===== config.mk =====
export PLATFORM = sky130hd
export DESIGN_NAME = spi_buffer_fill
export DESIGN_NICKNAME = d
export VERILOG_FILES = /design/src/rtl/spi_buffer_pkg.sv /design/src/rtl/crc16_ccitt_byte.sv /design/src/rtl/spi_buffer_fill.sv
export SDC_FILE = /design/constraint.sdc
export NUM_CORES = 1
export LEC_CHECK = 0
export ABC_CLOCK_PERIOD_IN_PS = 1500
export CELL_PAD_IN_SITES_DETAIL_PLACEMENT = 1
export CELL_PAD_IN_SITES_GLOBAL_PLACEMENT = 1
export CORE_MARGIN = 4
export CORE_UTILIZATION = 30
export CTS_CLUSTER_DIAMETER = 80
export DETAILED_ROUTE_END_ITERATION = 8
export PLACE_DENSITY_LB_ADDON = 0.05
export SLEW_MARGIN = 20
export SYNTH_ARGS = -nofsm -noshare
export SYNTH_HDL_FRONTEND = slang
export SYNTH_SLANG_ARGS = --single-unit

===== constraint.sdc =====
create_clock -name Clk -period 1.5 [get_ports Clk]
set_input_delay 0.15 -clock Clk [delete_from_list [all_inputs] [get_ports Clk]]
set_output_delay 0.15 -clock Clk [all_outputs]
set_load 0.01 [all_outputs]

===== src/rtl/spi_buffer_pkg.sv =====
// Shared types and constants for the SPI transfer-buffer write sequencer.
package spi_buffer_pkg;

    localparam int          ADDR_W_DEFAULT = 10;
    localparam int          BUF_BYTES      = 1024;
    localparam logic [15:0] CRC16_POLY     = 16'h1021;

    typedef enum logic [1:0] {
        IDLE = 2'd0,
        FILL = 2'd1,
        DONE = 2'd2
    } fill_state_e;

endpackage


===== src/rtl/crc16_ccitt_byte.sv =====
// One-byte CRC-16/XMODEM step (poly 0x1021, MSB first, no reflection).
module crc16_ccitt_byte
    import spi_buffer_pkg::*;
(
    input  logic [15:0] crc_i,
    input  logic [7:0]  data_i,
    output logic [15:0] crc_o
);

    always_comb begin
        logic [15:0] c;
        // NOTE: c is fully assigned before any read on every pass, so no latch is inferred.
        c = crc_i ^ {data_i, 8'h00};
        for (int i = 0; i < 8; i++) begin
            c = c[15] ? ((c << 1) ^ CRC16_POLY) : (c << 1);
        end
        crc_o = c;
    end

endmodule


===== src/rtl/spi_buffer_fill.sv =====
// Turns a valid/ready byte stream into wrapping buffer writes and tracks length/Busy/Done.
// Define SPI_FILL_CRC16_EN to compute CRC-16/XMODEM over the written bytes.
module spi_buffer_fill
    import spi_buffer_pkg::*;
#(
    parameter int ADDR_W = ADDR_W_DEFAULT
) (
    input  logic              Clk,
    input  logic              Reset,
    input  logic              Start,
    input  logic [ADDR_W-1:0] StartAddr,
    input  logic [ADDR_W-1:0] Length,
    input  logic              Abort,
    input  logic              RxValid,
    input  logic [7:0]        RxData,
    output logic              RxReady,
    output logic              WriteEnable,
    output logic [ADDR_W-1:0] WriteAddr,
    output logic [7:0]        WriteData,
    output logic              Busy,
    output logic              Done,
    output logic [ADDR_W:0]   ByteCount,
    output logic [15:0]       Crc16
);

    fill_state_e       state_q;
    logic [ADDR_W-1:0] addr_q;
    logic [ADDR_W-1:0] remaining_q;
    logic [ADDR_W-1:0] wr_addr_q;
    logic [ADDR_W:0]   count_q;
    logic [7:0]        wr_data_q;
    logic              wr_en_q;
    logic              rx_ready_q;
    logic              busy_q;
    logic              done_q;
    logic              accept;

    // Abort wins over a byte offered in the same cycle.
    assign accept = RxValid && rx_ready_q && !Abort;

`ifdef SPI_FILL_CRC16_EN
    logic [15:0] crc_q;
    logic [15:0] crc_d;

    crc16_ccitt_byte u_crc (
        .crc_i  (crc_q),
        .data_i (RxData),
        .crc_o  (crc_d)
    );

    assign Crc16 = crc_q;
`else
    assign Crc16 = 16'h0000;
`endif

    // NOTE: registers use <= only, so every update sees pre-edge values regardless of statement order.
    always_ff @(posedge Clk) begin
        if (Reset) begin
            state_q     <= IDLE;
            addr_q      <= '0;
            remaining_q <= '0;
            wr_addr_q   <= '0;
            wr_data_q   <= '0;
            count_q     <= '0;
            wr_en_q     <= 1'b0;
            rx_ready_q  <= 1'b0;
            busy_q      <= 1'b0;
            done_q      <= 1'b0;
`ifdef SPI_FILL_CRC16_EN
            crc_q       <= '0;
`endif
        end else begin
            wr_en_q <= 1'b0;
            done_q  <= 1'b0;
            case (state_q)
                IDLE: begin
                    if (Start && !Abort) begin
                        addr_q      <= StartAddr;
                        remaining_q <= Length;
                        count_q     <= '0;
`ifdef SPI_FILL_CRC16_EN
                        crc_q       <= '0;
`endif
                        state_q     <= FILL;
                        rx_ready_q  <= 1'b1;
                        busy_q      <= 1'b1;
                    end
                end
                FILL: begin
                    if (Abort) begin
                        state_q    <= IDLE;
                        rx_ready_q <= 1'b0;
                        busy_q     <= 1'b0;
                    end else if (accept) begin
                        wr_en_q     <= 1'b1;
                        wr_addr_q   <= addr_q;
                        wr_data_q   <= RxData;
                        count_q     <= count_q + (ADDR_W + 1)'(1);
                        addr_q      <= addr_q + ADDR_W'(1);
                        remaining_q <= remaining_q - ADDR_W'(1);
`ifdef SPI_FILL_CRC16_EN
                        crc_q       <= crc_d;
`endif
                        if (remaining_q == '0) begin
                            state_q    <= DONE;
                            rx_ready_q <= 1'b0;
                        end
                    end
                end
                DONE: begin
                    state_q <= IDLE;
                    busy_q  <= 1'b0;
                    done_q  <= 1'b1;
                end
                default: begin
                    state_q    <= IDLE;
                    rx_ready_q <= 1'b0;
                    busy_q     <= 1'b0;
                end
            endcase
        end
    end

    assign RxReady     = rx_ready_q;
    assign WriteEnable = wr_en_q;
    assign WriteAddr   = wr_addr_q;
    assign WriteData   = wr_data_q;
    assign Busy        = busy_q;
    assign Done        = done_q;
    assign ByteCount   = count_q;

endmodule


==> reports/summary.json, run 1 <==
{
  "status": {"value": "completed"},
  "period_share": {"value": 99.9, "unit": "%"},
  "critPathLaunchType": {"value": "flop"},
  "synth_top_cell_area_share": {"value": 39.9, "unit": "%"},
  "final_nets": {"value": 504},
  "grt_antenna_before_repair": {"value": 0},
  "drt-total-wl": {"value": 8290, "unit": "um"},
  "distinct_cell_type_count_of_the_synthesized_netlist": {"value": 49},
  "worst_hold_path_type": {"value": "in2reg"},
  "hold_viol": {"value": 0},
  "synth_area_per_cell": {"value": 7.84, "unit": "sq um"},
  "area_growth_syn_to_layout": {"value": 51.8, "unit": "%"},
  "synth.largest_area_cell": {"value": "sky130_fd_sc_hd__dfxtp_1"},
  "start_util": {"value": 31.2, "unit": "%"},
  "std_cell_rows": {"value": 34},
  "cts_tree": {"value": "yes"},
  "remaining_drc_errors": {"value": 0},
  "wire_per_inst": {"value": 14.4, "unit": "um"},
  "p_leak": {"value": 0.00159, "unit": "uW"},
  "final_cell_mix": {"value": "61 x sky130_fd_sc_hd__clkdlybuf4s50_1, 59 x sky130_fd_sc_hd__buf_4, 52 x sky130_fd_sc_hd__nand2_1, 43 x sky130_fd_sc_hd__dfxtp_1, 43 x sky130_fd_sc_hd__a21oi_1"},
  "r2r.worst_path.cells": {"value": 4},
  "buffer_ports.inserted": {"value": 65},
  "antenna_cells": {"value": 0},
  "path_clk_slew": {"value": 0.11, "unit": "ns"},
  "avgViaCountPerCell": {"value": 4.93},
  "finalSetupViolations": {"value": 0},
  "asyncSetResetFlopFracSynth": {"value": 0, "unit": "%"},
  "arrival": {"value": 1.75, "unit": "ns"},
  "drtIter0Drc": {"value": 62},
  "yosys-top-cells-area": {"value": "sky130_fd_sc_hd__dfxtp_1 40%, sky130_fd_sc_hd__a21oi_1 8.7%, sky130_fd_sc_hd__nand2_1 7.1%"},
  "postLayoutCellArea": {"value": 0.00419, "unit": "sq mm"},
  "routed-via-count": {"value": 2846},
  "clock_sink_total": {"value": 55},
  "floorplan.core_area": {"value": 0.00885, "unit": "sq mm"},
  "min_path_cells": {"value": 3},
  "post-place-cells": {"value": 565},
  "grtUsageTotal": {"value": 15.1, "unit": "%"},
  "htree_num_levels": {"value": 2},
  "cts_buffers": {"value": 5},
  "fp.dieArea": {"value": 0.0108, "unit": "sq mm"},
  "final_cell_count_no_fill": {"value": 577},
  "grt_remaining_overflow": {"value": 0},
  "hold_buffers": {"value": 0},
  "fp.dieW": {"value": 104, "unit": "um"},
  "placedInstanceArea": {"value": 0.00390, "unit": "sq mm"},
  "grt_first_pass_wirelength": {"value": 13800, "unit": "um"},
  "achievable-frequency": {"value": 667, "unit": "MHz"},
  "grt_pass1_vias": {"value": 2806},
  "grt_max_degree": {"value": 35},
  "fin_total_pwr": {"value": 2990, "unit": "uW"},
  "pin_count": {"value": 82},
  "antenna_left": {"value": 0},
  "synth-seq-area-share": {"value": 39.9, "unit": "%"},
  "globalplace.congestion": {"value": 0.793},
  "drt_first_pass_iters": {"value": 4},
  "cap_violations": {"value": 0},
  "fin_worst_skew": {"value": 0.0107, "unit": "ns"},
  "timing.critical_path.fanout_max": {"value": 6},
  "insertion_delay": {"value": 0.31, "unit": "ns"},
  "layout.cells.most_common": {"value": "sky130_fd_sc_hd__clkdlybuf4s50_1"},
  "timing_worst_setup_path_type": {"value": "reg2reg"},
  "synth_enable_flop_cells": {"value": 0},
  "final_layout_size_suffix_gt1_share": {"value": 25.4, "unit": "%"},
  "buffer_levels_on_the_longest_clock_path": {"value": 2},
  "vdd.ir_drop.worst": {"value": 0.574, "unit": "mV"},
  "postSynthRegisterBits": {"value": 55},
  "synthesis.yosys.warnings": {"value": 0},
  "cp.required": {"value": 1.75, "unit": "ns"},
  "rsz_0062_raised_after_global_routing": {"value": "true"},
  "syn-instance-count": {"value": 352},
  "report.final.slew_viol_count": {"value": 0},
  "synth_flop_cell": {"value": "sky130_fd_sc_hd__dfxtp_1"},
  "cp_capture_type": {"value": "flop"},
  "final.min_clock_period": {"value": 1.50, "unit": "ns"},
  "cell_at_the_root_of_the_clock_tree": {"value": "sky130_fd_sc_hd__clkbuf_8"},
  "pwr_density_cell": {"value": 713, "unit": "mW/mm^2"},
  "dp_hpwl": {"value": 6330, "unit": "um"},
  "die_y": {"value": 104, "unit": "um"},
  "mappedNetlistArea": {"value": 0.00276, "unit": "sq mm"}
}
[final timing paths]
path	from	slack [ns]	to
worst max-delay path	state_q[1]	0.002	ByteCount[8]
worst min register to register	WriteAddr[9]	0.46	WriteAddr[9]
worst min-delay path	RxData[4]	0.39	WriteData[4]
worst max register to register	state_q[1]	0.002	ByteCount[8]
[state kept, by name, indices dropped and copies added, names as in the netlist]
name / cells
Busy: 1
ByteCount: 11
Done: 1
RxReady: 1
WriteAddr: 10
WriteData: 8
WriteEnable: 1
addr_q: 10
remaining_q: 10
state_q: 2
[repair_timing]
| item | 4_1_cts | 5_1_grt |
|---|---|---|
| pin swaps | 5 | 8 |
| endpoints found under the setup margin | 45 | 29 |
| buffers inserted | 1 | 3 |
| gates cloned | 0 | 0 |
| resized for setup | 17 | 30 |
[worst max-delay path, stage by stage (launching register included)]
cell                        delay [ns]
sky130_fd_sc_hd__dfxtp_4          0.38
sky130_fd_sc_hd__nand4bb_1        0.21
sky130_fd_sc_hd__a21o_1           0.24
sky130_fd_sc_hd__or4_1            0.48
sky130_fd_sc_hd__a21oi_1          0.13
[synth_stat cells, types with 3 or more instances]
cell type and n:
sky130_fd_sc_hd__o31ai_1 4, sky130_fd_sc_hd__nand2_1 52, sky130_fd_sc_hd__nand3_1 13, sky130_fd_sc_hd__a31oi_1 3, sky130_fd_sc_hd__a21o_1 4, sky130_fd_sc_hd__and2_1 5
sky130_fd_sc_hd__nor3_1 9, sky130_fd_sc_hd__buf_2 10, sky130_fd_sc_hd__dfxtp_1 55, sky130_fd_sc_hd__nor4_1 5, sky130_fd_sc_hd__or2_2 3, sky130_fd_sc_hd__nor2b_1 4
sky130_fd_sc_hd__nand4_1 5, sky130_fd_sc_hd__and3_1 4, sky130_fd_sc_hd__nand2b_1 3, sky130_fd_sc_hd__o21ai_0 21, sky130_fd_sc_hd__a21oi_1 48, sky130_fd_sc_hd__a211oi_1 7
sky130_fd_sc_hd__inv_1 8, sky130_fd_sc_hd__clkbuf_1 9, sky130_fd_sc_hd__mux2_2 3, sky130_fd_sc_hd__or3_1 5, sky130_fd_sc_hd__ha_1 3, sky130_fd_sc_hd__buf_4 18
sky130_fd_sc_hd__nor2_1 18, sky130_fd_sc_hd__or4_1 4
[layer usage]
metal	GRT usage, %	vias to the layer above	part of all wire, %
met5	0	-	0
met4	3.13	0	0.48
met3	2.48	4	3.7
met2	25.9	56	48
met1	19.9	1348	47
li1	-	1438	-
[final cells by class]
cell class	instances	area [sq um]
Clock inverter	3	22.5
Fill cell	1068	4660
Sequential cell	55	1120
Inverter	8	30.0
Multi-Input combinational cell	267	1590
Clock buffer	5	68.8
Tap cell	108	135
Timing Repair Buffer	131	1220
[where the power goes]
part / internal, uW / switching (uW)
clock network: 337 / 524
registers: 1500 / 43.2
logic: 320 / 263
total: 2160 / 830
[logic make-up after synthesis]
logic type               count (synthesis)  share of synthesized area (%)
other                                    1                          0.136
adder cells (fa/ha/maj)                  3                           1.36
XOR/XNOR                                 2                          0.635
flip-flops                              55                           39.9
multiplexers                             5                           1.95
buffers and inverters                   45                           9.02
AO/OA/AOI/OAI                          101                           21.3
AND/OR/NAND/NOR                        140                           25.7
[through the flow]
step           util (%)  hold slack, ns   TNS, ns  setup WS (ns)
5_1_grt            47.4           0.367    -0.428        -0.0616
3_5_place_dp       44.1           0.450    -11.12         -0.326
4_1_cts            45.9           0.374  -0.00237       -0.00151
2_1_floorplan         -           0.229         0        0.00430
6_report           47.4           0.388         0        0.00185
3_3_place_gp       44.1           0.441     -9.07         -0.289
(Power assumes the default switching activity.)
==> run 2: changes to the inputs <==
GPL_ROUTABILITY_DRIVEN = 0   (was not set)
SYNTH_HIERARCHICAL = 1   (was not set)
==> results of run 2 <==
The final DEF is identical to that of run 1; final timing and power are the same.
Main changes from that run: Yosys warning count 0 -> 6
==> run 3: changes to the inputs <==
CORE_UTILIZATION = 31   (was 30)
CTS_BUF_LIST = sky130_fd_sc_hd__clkbuf_4 sky130_fd_sc_hd__clkbuf_8   (was not set)
==> run 3 against run 2 <==
Effect of this change: hold slack got worse by 0.16 ns; highest routed layer unchanged; via count increased by 0.11%; largest cell class unchanged; largest power group unchanged; register-to-register slack about the same; routed wire length is 1.6% higher.
==> reports/summary.json, run 3 <==
{
  "status": {"value": "completed"},
  "synth_enable_flop_cells": {"value": 0},
  "dp_hpwl": {"value": 6090, "unit": "um"},
  "fin_worst_skew": {"value": 0.00915, "unit": "ns"},
  "final.min_clock_period": {"value": 1.49, "unit": "ns"},
  "drt_first_pass_iters": {"value": 4},
  "routed-via-count": {"value": 2849},
  "cap_violations": {"value": 0},
  "std_cell_rows": {"value": 34},
  "worstMarginPinSlew": {"value": 0.550, "unit": "ns"},
  "timing_worst_setup_path_type": {"value": "reg2reg"},
  "distinct_cell_type_count_of_the_synthesized_netlist": {"value": 49},
  "cp_slowest_cell": {"value": "sky130_fd_sc_hd__or4_1"},
  "regArea": {"value": 0.00112, "unit": "sq mm"},
  "grt_pass1_vias": {"value": 2885},
  "synth-seq-area-share": {"value": 39.9, "unit": "%"},
  "arrival": {"value": 1.72, "unit": "ns"},
  "timing.critical_path.fanout_max": {"value": 7},
  "insertion_delay": {"value": 0.31, "unit": "ns"},
  "layout.cells.most_common": {"value": "sky130_fd_sc_hd__clkdlybuf4s50_1"},
  "period_share": {"value": 99.1, "unit": "%"},
  "floorplan.core_area": {"value": 0.00868, "unit": "sq mm"},
  "final_layout_size_suffix_gt1_share": {"value": 27.2, "unit": "%"},
  "buffer_levels_on_the_longest_clock_path": {"value": 2},
  "synthesis.yosys.warnings": {"value": 6},
  "cp_capture_type": {"value": "flop"},
  "yosysMostFrequentCell": {"value": "sky130_fd_sc_hd__dfxtp_1"},
  "synth_area_per_cell": {"value": 7.84, "unit": "sq um"},
  "avgViaCountPerCell": {"value": 4.99},
  "p_leak": {"value": 0.00158, "unit": "uW"},
  "rsz_0062_raised_after_global_routing": {"value": "true"},
  "clock_sink_total": {"value": 55},
  "final_nets": {"value": 498},
  "postSynthRegisterBits": {"value": 55},
  "final_cell_mix": {"value": "60 x sky130_fd_sc_hd__clkdlybuf4s50_1, 52 x sky130_fd_sc_hd__nand2_1, 52 x sky130_fd_sc_hd__buf_4, 44 x sky130_fd_sc_hd__a21oi_1, 42 x sky130_fd_sc_hd__dfxtp_1"},
  "syn-instance-count": {"value": 352},
  "synth.largest_area_cell": {"value": "sky130_fd_sc_hd__dfxtp_1"},
  "grtUsageTotal": {"value": 16.0, "unit": "%"},
  "mappedNetlistArea": {"value": 0.00276, "unit": "sq mm"},
  "yosys-top-cells-area": {"value": "sky130_fd_sc_hd__dfxtp_1 40%, sky130_fd_sc_hd__a21oi_1 8.7%, sky130_fd_sc_hd__nand2_1 7.1%"},
  "antenna_left": {"value": 0},
  "grt_max_degree": {"value": 48},
  "remaining_drc_errors": {"value": 0},
  "cts_buffers": {"value": 5},
  "path_clk_slew": {"value": 0.10, "unit": "ns"},
  "fp.dieW": {"value": 102, "unit": "um"},
  "htree_num_levels": {"value": 2},
  "maxSlewHeadroom": {"value": 63.3, "unit": "%"},
  "critPathLaunchType": {"value": "flop"},
  "synth_common_cells": {"value": "55 x sky130_fd_sc_hd__dfxtp_1, 52 x sky130_fd_sc_hd__nand2_1, 48 x sky130_fd_sc_hd__a21oi_1"},
  "area_growth_syn_to_layout": {"value": 53.0, "unit": "%"},
  "grt_remaining_overflow": {"value": 0},
  "drtIter0Drc": {"value": 73},
  "asyncSetResetFlopFracSynth": {"value": 0, "unit": "%"},
  "finalSetupTns": {"value": 0, "unit": "ns"},
  "post-route-util": {"value": 48.7, "unit": "%"},
  "timing.critical_path.max_delay_family": {"value": "simple AND/OR/NAND/NOR gates"},
  "combined_area_of_the_multi_input_logic_cells": {"value": 0.00167, "unit": "sq mm"},
  "pwr_density_cell": {"value": 747, "unit": "mW/mm^2"},
  "report.final.slew_viol_count": {"value": 0},
  "worst_hold_path_type": {"value": "in2reg"},
  "antenna_cells": {"value": 0},
  "grt_first_pass_wirelength": {"value": 13700, "unit": "um"},
  "synth_top_cell_area_share": {"value": 39.9, "unit": "%"},
  "achievable-frequency": {"value": 673, "unit": "MHz"},
  "die_y": {"value": 102, "unit": "um"},
  "cp.required": {"value": 1.74, "unit": "ns"},
  "vdd.ir_drop.worst": {"value": 0.403, "unit": "mV"},
  "fp.dieArea": {"value": 0.0105, "unit": "sq mm"},
  "cts_tree": {"value": "yes"},
  "largest_register_ff_count": {"value": 11},
  "cell_at_the_root_of_the_clock_tree": {"value": "sky130_fd_sc_hd__clkbuf_8"},
  "synth_flop_cell": {"value": "sky130_fd_sc_hd__dfxtp_1"},
  "buffer_ports.inserted": {"value": 65},
  "pin_count": {"value": 82},
  "hold_viol": {"value": 0},
  "finalSetupViolations": {"value": 0},
  "filler_cell_count": {"value": 1040},
  "start_util": {"value": 31.8, "unit": "%"},
  "wire_per_inst": {"value": 14.7, "unit": "um"},
  "grt_antenna_before_repair": {"value": 0},
  "critical_path_buf_inv_count": {"value": 0},
  "timing.critical_path.slowest_cell_delay": {"value": 0.47, "unit": "ns"},
  "drt-total-wl": {"value": 8420, "unit": "um"},
  "cp_cell_sequence": {"value": "nand4bb_4 > a21o_4 > or4_1 > a21oi_1"}
}
run 3: worst paths after layout:
check	start	end	slack [ns]	cells past startpoint
hold / removal	Reset	ByteCount[4]	0.23	4
setup reg to reg	state_q[1]	ByteCount[8]	0.01	4
setup / recovery	state_q[1]	ByteCount[8]	0.01	4
hold reg to reg	WriteAddr[9]	WriteAddr[9]	0.46	2
run 3: metal layers:
layer / track usage [%] / vias up / share of wire (%)
met3: 2.66 / 2 / 3.7
li1: - / 1427 / -
met5: 0 / - / 0
met4: 2.62 / 0 / 0.34
met2: 28.0 / 51 / 50
met1: 21.0 / 1369 / 46
run 3: worst min-delay path: stages:
cell and delay [ns]:
sky130_fd_sc_hd__buf_2 0.09, sky130_fd_sc_hd__or2_4 0.14, sky130_fd_sc_hd__buf_4 0.10, sky130_fd_sc_hd__a21oi_1 0.03
run 3: what timing repair did:
action                     4_1_cts  5_1_grt
pin swaps                        4        7
resized for setup               16       50
hold endpoints to repair         0        0
hold buffers                     0        0
setup buffers                    3        2
setup endpoints to repair       34       38
run 3: logic make-up (layout without fill, tap and decap cells):
family | after synthesis | in the layout | synth area share, %
DFF | 55 | 55 | 39.9
AOI/OAI and AO/OA | 101 | 101 | 21.3
xor gates and xnor gates | 2 | 2 | 0.635
buffers and inverters | 45 | 141 | 9.02
adders and majority gates | 3 | 3 | 1.36
muxes | 5 | 5 | 1.95
other | 1 | 16 | 0.136
and+or+nand+nor | 140 | 140 | 25.7
run 3: power by group:
group / switching (uW) / internal [uW] / total (uW) / leakage [uW]
registers: 40.4 / 1500 / 1540 / 0.000453
clock network: 501 / 542 / 1040 / 0.0000612
logic: 270 / 303 / 573 / 0.00106
run 3: per-stage QoR:
stage / setup slack [ns] / area, sq um / power (uW) / cells / hold WS [ns]
global placement: -0.398 / 3830 / 2070 / 559 / 0.441
CTS: -0.0270 / 4020 / 3160 / 570 / 0.327
floorplan: 0.00430 / 2820 / 1840 / 367 / 0.229
detailed placement: -0.419 / 3830 / 2080 / 559 / 0.448
global route: -0.0700 / 4220 / 3310 / 571 / 0.246
finish: 0.0142 / 4220 / 3150 / 571 / 0.231
run 3: final cells by class:
cell class / count / area share (%)
clock buffer: 6 / 1.95
multi-input combinational: 267 / 39.5
inverter: 8 / 0.711
clock inverter: 2 / 0.829
sequential: 55 / 26.6
timing repair buffer: 125 / 27.2
tap: 108 / 3.20
